[src/rtl/fifo_pkg.sv]
// fifo_pkg -- shared defaults and pointer helpers for the async FIFO slice.
//   D_SIZE_DEF  : default data width in bits
//   F_DEPTH_DEF : default number of FIFO entries (power of two)
//   P_SIZE_DEF  : default pointer width, log2(F_DEPTH_DEF)+1
//   bin2gray / gray2bin operate on a zero-extended 32-bit value so any
//   pointer width up to 32 bits can use them; callers truncate the result.
package fifo_pkg;

  localparam int D_SIZE_DEF  = 16;
  localparam int F_DEPTH_DEF = 8;
  localparam int P_SIZE_DEF  = 4;
  localparam int PTR_EXT_W   = 32;

  typedef logic [PTR_EXT_W-1:0] ptr_ext_t;

  function automatic ptr_ext_t bin2gray(input ptr_ext_t b);
    return b ^ (b >> 1);
  endfunction

  // Zero-extended upper bits decode to zero, so the MSB-first prefix XOR
  // gives the correct binary value for the narrow pointer.
  function automatic ptr_ext_t gray2bin(input ptr_ext_t g);
    ptr_ext_t b;
    b[PTR_EXT_W-1] = g[PTR_EXT_W-1];
    for (int i = PTR_EXT_W - 2; i >= 0; i--) begin
      b[i] = b[i+1] ^ g[i];
    end
    return b;
  endfunction

endpackage

[src/rtl/sync_w2r.sv]
// sync_w2r -- two-flop synchronizer bringing the write-domain Gray pointer
// into the read clock domain.
//   r_clk    : read-domain clock
//   r_rst    : synchronous active-high reset, clears both stages
//   w_gptr   : Gray-coded write pointer, asynchronous to r_clk
//   wq2_gptr : synchronized pointer, two r_clk cycles of latency
module sync_w2r
  import fifo_pkg::*;
#(
  parameter int WIDTH = P_SIZE_DEF
) (
  input  logic             r_clk,
  input  logic             r_rst,
  input  logic [WIDTH-1:0] w_gptr,
  output logic [WIDTH-1:0] wq2_gptr
);

  logic [WIDTH-1:0] wq1_gptr;

  always_ff @(posedge r_clk) begin
    if (r_rst) begin
      wq1_gptr <= '0;
      wq2_gptr <= '0;
    end else begin
      wq1_gptr <= w_gptr;
      wq2_gptr <= wq1_gptr;
    end
  end

endmodule

[src/rtl/fifo_mem_read.sv]
// fifo_mem_read -- read side of an asynchronous FIFO with a one-word
// registered output stage and valid/ready handshake.
//   r_clk    : read-domain clock
//   r_rst    : synchronous active-high reset
//   FIFO_MEM : storage array written by the write side
//   w_gptr   : Gray write pointer from the write domain (unsynchronized)
//   r_ready  : consumer accepts r_data this cycle
//   r_data   : output word
//   r_valid  : r_data holds an unconsumed entry
//   r_addr   : current read address into FIFO_MEM
//   r_gptr   : registered Gray read pointer for the write side
//   r_empty  : no entries left in storage that have not been fetched
//   r_level  : number of entries in storage not yet fetched
module fifo_mem_read
  import fifo_pkg::*;
#(
  parameter int D_SIZE  = D_SIZE_DEF,
  parameter int F_DEPTH = F_DEPTH_DEF,
  parameter int P_SIZE  = P_SIZE_DEF
) (
  input  logic              r_clk,
  input  logic              r_rst,
  input  logic [D_SIZE-1:0] FIFO_MEM [F_DEPTH],
  input  logic [P_SIZE-1:0] w_gptr,
  input  logic              r_ready,
  output logic [D_SIZE-1:0] r_data,
  output logic              r_valid,
  output logic [P_SIZE-2:0] r_addr,
  output logic [P_SIZE-1:0] r_gptr,
  output logic              r_empty,
  output logic [P_SIZE-1:0] r_level
);

  logic [P_SIZE-1:0] wq2_gptr;
  logic [P_SIZE-1:0] r_bin;
  logic [P_SIZE-1:0] next_bin;
  logic [P_SIZE-1:0] next_gray;
  logic [P_SIZE-1:0] wq2_bin;
  logic              pop;

  sync_w2r #(
    .WIDTH (P_SIZE)
  ) u_sync_w2r (
    .r_clk    (r_clk),
    .r_rst    (r_rst),
    .w_gptr   (w_gptr),
    .wq2_gptr (wq2_gptr)
  );

  assign r_addr = r_bin[P_SIZE-2:0];

  // Refill the output stage when it is idle or being consumed this cycle.
  // r_empty already accounts for the previous pop, so this never underflows.
  always_comb begin
    pop       = !r_empty && (!r_valid || r_ready);
    next_bin  = r_bin + P_SIZE'(pop);
    next_gray = P_SIZE'(bin2gray(PTR_EXT_W'(next_bin)));
    wq2_bin   = P_SIZE'(gray2bin(PTR_EXT_W'(wq2_gptr)));
  end

  always_ff @(posedge r_clk) begin
    if (r_rst) begin
      r_bin   <= '0;
      r_gptr  <= '0;
      r_level <= '0;
      r_data  <= '0;
      r_valid <= 1'b0;
      r_empty <= 1'b1;
    end else begin
      if (pop) begin
        r_data <= FIFO_MEM[r_addr];
      end
      r_bin   <= next_bin;
      r_valid <= pop || (r_valid && !r_ready);
      r_gptr  <= next_gray;
      r_empty <= (next_gray == wq2_gptr);
      r_level <= wq2_bin - next_bin;
    end
  end

endmodule
[config.mk]
export PLATFORM = sky130hd
export DESIGN_NAME = fifo_mem_read
export DESIGN_NICKNAME = d
export VERILOG_FILES = /design/src/rtl/fifo_pkg.sv /design/src/rtl/sync_w2r.sv /design/src/rtl/fifo_mem_read.sv
export SDC_FILE = /design/constraint.sdc
export NUM_CORES = 1
export LEC_CHECK = 0
export CAP_MARGIN = 30
export CORE_MARGIN = 3
export CORE_UTILIZATION = 37
export CTS_BUF_LIST = sky130_fd_sc_hd__clkbuf_8 sky130_fd_sc_hd__clkbuf_16
export DETAILED_ROUTE_END_ITERATION = 10
export PLACE_DENSITY = 0.82
export REMOVE_ABC_BUFFERS = 1
export SLEW_MARGIN = 20
export SYNTH_ARGS = -nofsm -noshare
export SYNTH_HDL_FRONTEND = slang
export SYNTH_HIERARCHICAL = 1
export SYNTH_SLANG_ARGS = --single-unit
[constraint.sdc]
create_clock -name r_clk -period 3.15 [get_ports r_clk]
set_input_delay 0.63 -clock r_clk [delete_from_list [all_inputs] [get_ports r_clk]]
set_output_delay 0.63 -clock r_clk [all_outputs]
set_load 0.05 [all_outputs]
# Word level (Yosys, flattened, before mapping)

Cells that the tools add are included.

Register bits: 38
Input bits: 135
Output and inout bits: 29
Word-level logic and storage cells: 27

$add $sub $neg: 2
$lt $le $gt $ge: 1
Eq/ne operators: 1
Muxes and demuxes: 3
Bitwise operators: 5
Reduce and logical (&&, ||, !) cells: 7

Operator list:

| cell                                         | number |
|---|---|
| 16-bit binary-select mux with 3-bit select   | 1 |
| 16-bit two-way mux                           | 2 |
| 4-bit by 1-bit adder with 4-bit output       | 1 |
| 4-bit equality test                          | 1 |
| 4-bit >= comparator, second input constant   | 1 |
| 3-bit NOT with 4-bit output                  | 1 |
| 4-bit subtractor                             | 1 |
| 4-bit by 3-bit bitwise XOR with 4-bit output | 1 |
| 1-bit logical NOT                            | 3 |
| 1-bit bitwise XOR                            | 3 |
| 1-bit logical AND                            | 2 |
| 1-bit logical OR                             | 2 |

# Longest topological paths before layout

Word-level depth: 6
Depth in mapped cells: 12
Gate-level depth less buffers: 10

# Hierarchy

Netlist, hierarchy kept.

Modules (own cells, without submodules):

| module        | times used | cells an instance | area each (um^2) | seq. area each (um^2) |
|---|---|---|---|---|
| fifo_mem_read | 1          | 257               | 2332.2           | 580.6 |
| sync_w2r      | 1          | 16                | 210.2            | 160.2 |

# Worst setup path before layout

Ideal clock, no wire load.

Kind: input port to flip-flop
Start point: input r_ready
End point: register r_level[3]
Setup time: 0.131 ns
Arrival time: 2.481 ns
Data required time: 3.019 ns
Setup slack: 0.538 ns
Stages: 12
Buffers on the path: 2
Cell sequence: nand2b_1 > nand2b_1 > buf_2 > inv_2 > buf_2 > ha_1 > nand2_1 > xor2_1 > ha_1 > a31oi_1 > a21o_1 > a21oi_2

Longest elaborated chain between the ends: 4

Ends and longest elaborated chain:

| element                                | RTL line            | RTL |
|---|---|---|
| start: declaration                     | fifo_mem_read.sv:25 | `input logic r_ready,` |
| 1-bit logical OR                       | fifo_mem_read.sv:55 | `pop = !r_empty && (!r_valid \|\| r_ready);` |
| 1-bit logical AND                      | fifo_mem_read.sv:55 |  |
| net pop                                | fifo_mem_read.sv:39 | `logic pop;` |
| 4-bit by 1-bit adder with 4-bit output | fifo_mem_read.sv:56 | `next_bin = r_bin + P_SIZE'(pop);` |
| 4-bit subtractor                       | fifo_mem_read.sv:77 | `r_level <= wq2_bin - next_bin;` |
| end signal: assignment                 | fifo_mem_read.sv:77 |  |
| end: declaration                       | fifo_mem_read.sv:31 | `output logic [P_SIZE-1:0] r_level` |

The timed path passes the listed nets, and every way through them passes these cells.
A chain may end at the register's enable or synchronous reset.

# Final worst setup path

Start point: input r_ready
End point: register r_level[3]

Longest elaborated chain between the ends: 4

Ends and longest elaborated chain:

| element                                | RTL line |
|---|---|
| 1-bit logical OR                       | fifo_mem_read.sv:55 |
| 1-bit logical AND                      | fifo_mem_read.sv:55 |
| 4-bit by 1-bit adder with 4-bit output | fifo_mem_read.sv:56 |
| 4-bit subtractor                       | fifo_mem_read.sv:77 |

No other way between the ends.

==> results.py <==
metrics = {
    "grt": {
        "groute.layer.met3.usage": 0.03871,
        "grtUsageMet2": 0.4082,
        "grt-ovfl-total": 0,
        "first_global_vias": 2694,
        "groute.layer.met1.usage": 0.2408,
        "antenna_found_initial": 0,
        "grt_busiest_layer": "met2",
        "grt.total_usage": 0.2103,
        "grt_start_max_net_pins": 51,
        "global_route_wire_length_before_repair_mm": 12.97,
    },
    "logic_synthesis": {
        "syn_avg_cell_area_um2": 9.313,
        "post_synthesis_register_bit_count": 37,
        "synth_top_flop_cell": "dfxtp_1",
        "synth-seq-area-share": 0.2913,
        "ys_top_cells_by_area": "dfxtp_1 (29%), mux2i_1 (25%), a22oi_1 (9.4%)",
        "yosysTopAreaCell": "dfxtp_1",
        "synthCells": 273,
        "synth_cell_types": 34,
        "async_reset_ff_frac": 0,
        "synth.cell_area_um2": 2542,
        "synthesis.yosys.warnings": 6,
        "synth_enable_flop_cells": 0,
        "synth_largest_type_area_fraction": 0.2913,
    },
    "critical_path": {
        "cp.required_ns": 3.31,
        "endpoint_kind": "register",
        "arrival_ns": 2.70,
        "max_stage_delay_ns": 0.39,
        "cp_max_fo": 4,
        "reg2reg_from": "u_sync_w2r/wq2_gptr[3]",
        "cp-start-kind": "input pin",
        "crit_path_top_delay_cell": "clkdlybuf4s50_1",
        "worst_setup_path_start": "r_ready",
        "worstRegToRegCells": 8,
        "path_cells": "clkdlybuf4s50_1 -> nand2b_1 -> nand2b_1 -> inv_2 -> ha_1 -> nand2_1 -> xor2_1 -> ha_1 -> a31oi_1 -> a21o_1 -> a21oi_2",
        "worst-setup-path-type": "input pin to register",
    },
    "timing": {
        "slew_at_the_pin_with_the_worst_max_slew_slack_ns": 0.8345,
        "final.hold.worst_slack_ns": 0.4366,
        "max_clock_freq_mhz": 393.5,
        "setup_viol": 0,
        "timing_max_transition_violations_final": 0,
        "rel_slew_slack": 0.4425,
        "setup_slack_ns": 0.6087,
        "setup_repair_after_global_routing_missed_its_margin": "false",
        "clock-skew-final_ns": 0.007972,
        "layout_min_cycle_time_ns": 2.541,
        "post-route-period-util": 0.8068,
        "finalHoldViolCount": 0,
    },
    "drt": {
        "drt_first_iter_violations": 91,
        "drc_violations_left": 0,
        "finalWirelength_mm": 8.461,
        "route.antenna.remaining_nets": 0,
        "route.detailed.wl_per_inst_um": 16.79,
        "vias": 2598,
        "drt_pass1_iterations": 4,
        "avgViaCountPerCell": 5.155,
    },
    "floorplan": {
        "floorplan.io_pins": 164,
        "num_rows": 29,
        "die_y_um": 88.90,
        "fp.dieW_um": 88.90,
        "placeableCoreArea_um2": 6495,
        "initial_core_util": 0.3914,
        "fp.dieArea_um2": 7902,
    },
    "clock_tree": {
        "postCtsHoldBufs": 0,
        "tritoncts": "yes",
        "cts_inserted_buffers": 5,
        "cts_resized": 0,
        "worst_setup_hold_path_clk_slew_ns": 0.07,
        "cts.htree.levels": 2,
        "clock-root-buffer": "clkbuf_8",
        "clock_sinks": 37,
        "clk_latency_ns": 0.28,
        "cts_setup_buffers": 0,
        "number_of_buffers_between_clock_root_and_the_deepest_sink": 2,
    },
    "finish": {
        "stdcell_area_um2": 4247,
        "layout-drive-gt1-share": 0.05152,
        "area_delta_synth_final_pct": 67.03,
        "instances_no_fill": 504,
        "nets": 566,
        "diodes": 0,
    },
    "placement": {
        "area_after_dpl_um2": 4160,
        "hpwl_mm": 6.720,
        "gp_congestion": 0.8213,
        "pre_cts_slack_ns": 0.3325,
        "portBuffers": 163,
        "placedCellCount": 496,
    },
    "power_and_ir_drop": {
        "total_leakage_power_uw": 0.001581,
        "power.clock.fraction": 0.106,
        "cell_internal_power_dissipation_uw": 1600,
        "power.share.switching": 0.4617,
        "power.sequential.fraction": 0.243,
        "pwr_cell_area_nw_per_um2": 699.8,
        "net-switching-power_uw": 1372,
        "pwr-share-comb": 0.651,
        "max-vdd-ir-drop_uv": 380.1,
    },
    "run_status": {
        "run_status": "finished, final reports clean",
    },
    "min_path": {
        "holdPathStages": 1,
        "timing.hold.worst.class": "register to register",
        "hold_path.startpoint": "u_sync_w2r/wq1_gptr[0]",
    },
    "run": {
        "maxCapViolations": 0,
    },
}
layout make-up:
cell class                 count  area [µm²]
sequential                    37       744.5
clock inverter                 3       17.52
timing repair buffer         170        1684
inverter                       2       7.507
tap                           77       96.34
multi-input combinational    210        1628
fill                         569        2248
clock buffer                   5       68.82
sequential cells by signal (all words and copies together) (netlist names):
| signal | count |
|---|---|
| r_gptr | 4 |
| r_empty | 1 |
| u_sync_w2r/wq2_gptr | 4 |
| r_level | 4 |
| r_valid | 1 |
| u_sync_w2r/wq1_gptr | 4 |
| r_bin | 3 |
| r_data | 16 |
worst max-delay path, delay by kind of cell:
| family | cells | cell delay, ns |
|---|---|---|
| simple gates | 3 | 0.40 |
| buf+inv | 2 | 0.45 |
| compound gates | 3 | 0.40 |
| xor+xnor | 1 | 0.28 |
| fa+ha+maj | 2 | 0.54 |
final timing paths:
path                                               end  slack, ns
worst min register to register  u_sync_w2r/wq2_gptr[0]       0.44
worst max-delay path                        r_level[3]       0.61
worst min-delay path            u_sync_w2r/wq2_gptr[0]       0.44
worst max register to register              r_level[2]       0.99
per-stage QoR:
stage                     power, µW  setup TNS (ns)    util
after floorplan                2100          -12.46       -
after global placement         2636               0  0.6405
after detailed placement       2674               0  0.6405
after CTS                      2997               0  0.6538
after global routing           3152               0  0.6538
final                          2972               0  0.6538
synthesized netlist by cell type (all sizes together) (2+ instances only):
cell type and count:
mux2i 64, dfxtp 37, a22oi 32, nor2 26
a21oi 20, buf 18, nor3 16, nor2b 14
xnor2 8, xor2 8, clkbuf 6, ha 5
nand2 3, inv 2, nand2b 2, o211ai 2
power by group through the flow:
stage | clock (µW) | combinational [µW] | sequential [µW]
after global placement | 0 | 1910 | 726
final | 315 | 1940 | 721
after detailed placement | 0 | 1940 | 735
after floorplan | 0 | 842 | 1260
after CTS | 326 | 1950 | 723
after global routing | 345 | 2060 | 742
placed cells by master (no fill, tap or decap), types with 7 or more instances in the layout:
master and instances:
clkdlybuf4s50_1 163, mux2i_1 64, dfxtp_1 36, a22oi_1 32, nor2_1 26, a21oi_1 19
nor3_1 16, nor2b_1 14, xor2_1 7, xnor2_1 7, buf_4 7
cells by family (layout without fill, tap and decap cells):
logic type,Yosys count,after routing,synth area share
xor+xnor,18,18,0.08416
mux,64,64,0.2520
buf+inv,26,180,0.06840
compound gates,58,58,0.1560
fa+ha+maj,5,5,0.02461
flops,37,37,0.2913
simple gates,65,65,0.1235
layer usage:
metal | share of wire | vias up
li1 | - | 1291
met2 | 0.53 | 104
met1 | 0.39 | 1201
met5 | 0 | -
met3 | 0.075 | 2
met4 | 0.0043 | 0
No activity file was read; power rests on OpenSTA's default activity.
==> edit 1: new RTL, same settings <==
Change the package constant `D_SIZE_DEF` from 16 to 32.
--- a/src/rtl/fifo_pkg.sv
+++ b/src/rtl/fifo_pkg.sv
@@ -7,5 +7,5 @@
 package fifo_pkg;
 
-  localparam int D_SIZE_DEF  = 16;
+  localparam int D_SIZE_DEF  = 32;
   localparam int F_DEPTH_DEF = 8;
   localparam int P_SIZE_DEF  = 4;
Ports: changed (resized FIFO_MEM and r_data); port bits go from 164 to 308. The function was not compared with the original's and may differ.
==> edit 1 against the unedited design <==
- hold slack better by 0.0012 ns
- cell count up 47%
- highest routed layer unchanged
- design area up 69%
- clock power up 41%
- sequential cell count up 16
- critical path type unchanged
- clock skew down 0.0041 ns
- worst setup slack better by 0.0054 ns
- critical endpoint unchanged
- critical path depth down 1
- wire length up 71%
- power up 57%
- die area up 50%
- synthesized area up 54%
==> edit 1: results (changes against the unedited design) <==
- Status: complete, no violations
- Metal2 WL: 8.26 mm (+84%)
- CP max FO: 3 (-1)
- Delay of the slowest critical-path stage: 0.45 ns (+0.06 ns)
- XOR/XNOR Fraction of Synth Area: 4.96% (-3.5 points)
- Rel. slew slack: 59.2% (+15 points)
- Placer Congestion: 0.835 (+1.6%)
- Post-synthesis mux area share: 45.9% (+21 points)
- Grt met2 use: 45.9% (+5.1 points)
- Post-synthesis compound-gate area fraction: 7.85% (-7.8 points)
- R2R depth: 6 (-2)
- Peak VDD IR: 0.000495 V (+30%)
- Nets@finish: 874 (+54%)
- IO buf count: 307 (+88%)
- FF-to-FF setup slack: 0.81 ns (-0.18 ns)
- Clk_skew: 0.00390 ns (-0.00407 ns)
- WL met1: 4.86 mm (+47%)
- Total number of vias: 3,870 (+49%)
- Largest register FFs: 32 (+16)
- GRT Total Usage: 23.8% (+2.7 points)
- Drt wl/cell: 19.6 µm (+17%)
- Fraction of layout cells with a size suffix above 1: 14.3% (+9.2 points)
- Synth cell types: 35 (+2.9%)
- M3 GR Usage: 6.10% (+2.2 points)
- Number of global-route vias before repair: 4,147 (+54%)
- Arr. time, crit path: 2.72 ns (+0.02 ns)
- Synth top area cells: mux4_2 37%, dfxtp_1 27%, mux2i_1 8.7%
edit 1: cell count changes after synthesis, sizes merged, moves of 3 or more:
cell,delta
mux2i,-30
clkbuf,+8
o21bai,+3
nor3,-14
dfxtp,+16
a22oi,-32
mux4,+64
a21oi,-18
nor2,+16
a211oi,+32
edit 1: metrics by stage:
step,util [%],instance area (µm²),hold WS [ns],cells
floorplan,-,3740,0.414,285
global placement,70.5,7050,0.419,732
detailed placement,70.5,7050,0.420,732
CTS,71.6,7160,0.437,740
global route,71.6,7160,0.455,740
finish,71.6,7160,0.438,740
edit 1: power groups by stage:
stage          sequential (mW)  combinational [mW]  clock [mW]
2_1_floorplan             1.91                1.38           0
3_3_place_gp              1.04                3.17           0
3_5_place_dp              1.05                3.23           0
4_1_cts                   1.04                3.23       0.460
5_1_grt                   1.06                3.39       0.482
6_report                  1.03                3.19       0.445
edit 1: path summary, 6_finish.rpt:
kind / from / endpoint
max reg2reg: u_sync_w2r/wq2_gptr[3] / r_level[3]
min reg2reg: u_sync_w2r/wq1_gptr[2] / u_sync_w2r/wq2_gptr[2]
min: u_sync_w2r/wq1_gptr[2] / u_sync_w2r/wq2_gptr[2]
max: r_ready / r_level[3]
edit 1: area by class of cell:
cell class	count	area share [%]
Multi-Input combinational cell	229	37.3
Tap cell	133	2.32
Clock inverter	3	0.524
Timing Repair Buffer	314	43.8
Clock buffer	5	0.961
Inverter	3	0.157
Sequential cell	53	14.9
edit 1: worst max-delay path: cells and delay by family:
family	cells	cell delay (ns)
AOI/OAI and AO/OA	1	0.14
xor gates and xnor gates	1	0.20
adders and majority gates	2	0.55
buffers and inverters	2	0.51
muxes	1	0.34
and+or+nand+nor	3	0.36
==> edit 2: new RTL, same flow settings <==
Made on the original files. Make the reset (`r_rst`) asynchronous in 2 clocked blocks. Comments in the files are not updated.
--- a/src/rtl/sync_w2r.sv
+++ b/src/rtl/sync_w2r.sv
@@ -18,5 +18,5 @@
   logic [WIDTH-1:0] wq1_gptr;
 
-  always_ff @(posedge r_clk) begin
+  always_ff @(posedge r_clk or posedge r_rst) begin
     if (r_rst) begin
       wq1_gptr <= '0;
--- a/src/rtl/fifo_mem_read.sv
+++ b/src/rtl/fifo_mem_read.sv
@@ -59,5 +59,5 @@
   end
 
-  always_ff @(posedge r_clk) begin
+  always_ff @(posedge r_clk or posedge r_rst) begin
     if (r_rst) begin
       r_bin   <= '0;
Behaviour: differs if r_rst is asserted again (counterexample within 4 cycles, from zero or initial values and one cycle with r_rst high); with r_rst held inactive, the same outputs for 10 cycles.
==> edit 2 against the unedited design <==
- design area increased by 2.0%
- global-route usage increased by 1.2 points
- worst setup slack worse by 0.037 ns
- sequential cell count is the same
- wire length increased by 6.5%
- power is 31% higher
- clock skew hardly changed
- synthesized area hardly changed
==> edit 2: results (changes against the unedited design) <==
- Largest net degree at the start of global routing: 37 (-27%)
- Number of global-route vias before repair: 2,598 (-3.6%)
- Met1 Use GR: 24.7% (+0.60 points)
- Status: complete, no violations
- Synth top area cells: dfrtp_1 35%, mux2i_1 26%, a22oi_1 9.5%
- Synth async-reset ratio: 100% (+100 points)
- Clk_skew: 0.00807 ns (+0.0000984 ns)
- IO buf count: 163 (unchanged)
- FF-to-FF setup slack: 1.04 ns (+0.05 ns)
- H-tree depth: 2 (unchanged)
- Worst-Margin Slew: 0.720 ns (-0.114 ns)
- Post-DP HPWL: 7.23 mm (+7.6%)
- Hold Fails Final Rpt: 0 (unchanged)
- Root buffer cell: clkbuf_8
- Top_reg_cell synth: dfrtp_1
- CP max FO: 4 (unchanged)
- Grt met2 use: 41.9% (+1.1 points)
- First-pass GRT wire length: 13.2 mm (+1.5%)
- Slowest-stage cell, CP: clkdlybuf4s50_1
- Static Leak: 1.92 nW (+21%)
- Largest register FFs: 16 (unchanged)
- Drt wl/cell: 18.3 µm (+9.3%)
- Post-cts sizing count: 0 (unchanged)
- Worst hold path class: flip-flop to flip-flop
- Hold slack: 0.354 ns (-0.0831 ns)
- Delay of the slowest critical-path stage: 0.47 ns (+0.08 ns)
- Top delay family on crit path: adder cells
- Peak VDD IR: 0.000819 V (+120%)
- Iteration-0 DRC Markers: 75 (-18%)
- M3 GR Usage: 6.61% (+2.7 points)
- Nets@finish: 553 (-2.3%)
- Fraction of layout cells with a size suffix above 1: 5.07% (-0.080 points)
- Vias per Instance: 5.11 (-0.79%)
- GRT Total Usage: 22.3% (+1.2 points)
- Synth cell types: 25 (-26%)
- Placer Congestion: 0.775 (-5.6%)
- Sequential fraction of the synthesis area: 36.5% (+7.4 points)
- Ranking of synthesized cells by instance count: 67 x mux2i_1, 36 x dfrtp_1, 32 x a22oi_1, 24 x inv_1
- Post-route setup TNS: 0 ns (unchanged)
-- edit 2: cells by family (layout without fill, tap and decap cells) --
group | after synthesis | count (layout) | share of synthesized area, %
muxes | 67 | 67 | 26.4
adders and majority gates | 5 | 5 | 2.46
buffers and inverters | 43 | 202 | 6.95
xor gates and xnor gates | 20 | 20 | 7.78
and+or+nand+nor | 28 | 28 | 5.71
AOI/OAI and AO/OA | 55 | 55 | 14.2
DFF | 37 | 37 | 36.5
-- edit 2: layout make-up --
cell class / count / area [µm²]
Clock buffer: 6 / 82.6
Clock inverter: 2 / 7.51
Tap cell: 77 / 96.3
Timing Repair Buffer: 170 / 1680
Inverter: 24 / 90.1
Sequential cell: 37 / 931
Multi-Input combinational cell: 175 / 1440
Fill cell: 548 / 2160
-- edit 2: per-layer routing --
metal,up-vias,part of all wire (%)
met5,-,0
met4,0,0.63
met3,6,8.6
met2,89,52
met1,1196,39
li1,1220,-
-- edit 2: power breakdown --
part	internal (mW)	switching [mW]
logic	1.13	1.60
clock network	0.172	0.162
registers	0.679	0.158
-- edit 2: through the flow --
stage	setup WS (ns)	cell area, µm²	power [mW]	cells
global route	0.422	4330	4.14	491
detailed placement	0.286	4240	3.58	483
floorplan	-0.991	2450	2.74	236
finish	0.572	4330	3.89	491
CTS	0.578	4330	3.93	491
global placement	0.360	4240	3.52	483
-- edit 2: path summary, 6_finish.rpt --
check | from | endpoint | cells after the start
min in group asynchronous | r_rst | u_sync_w2r/wq1_gptr[0] | 2
setup / recovery | r_ready | r_level[3] | 10
hold reg to reg | u_sync_w2r/wq1_gptr[2] | u_sync_w2r/wq2_gptr[2] | 0
max in group asynchronous | r_rst | r_data[2] | 3
setup reg to reg | r_empty | r_level[3] | 8
hold / removal | u_sync_w2r/wq1_gptr[2] | u_sync_w2r/wq2_gptr[2] | 0
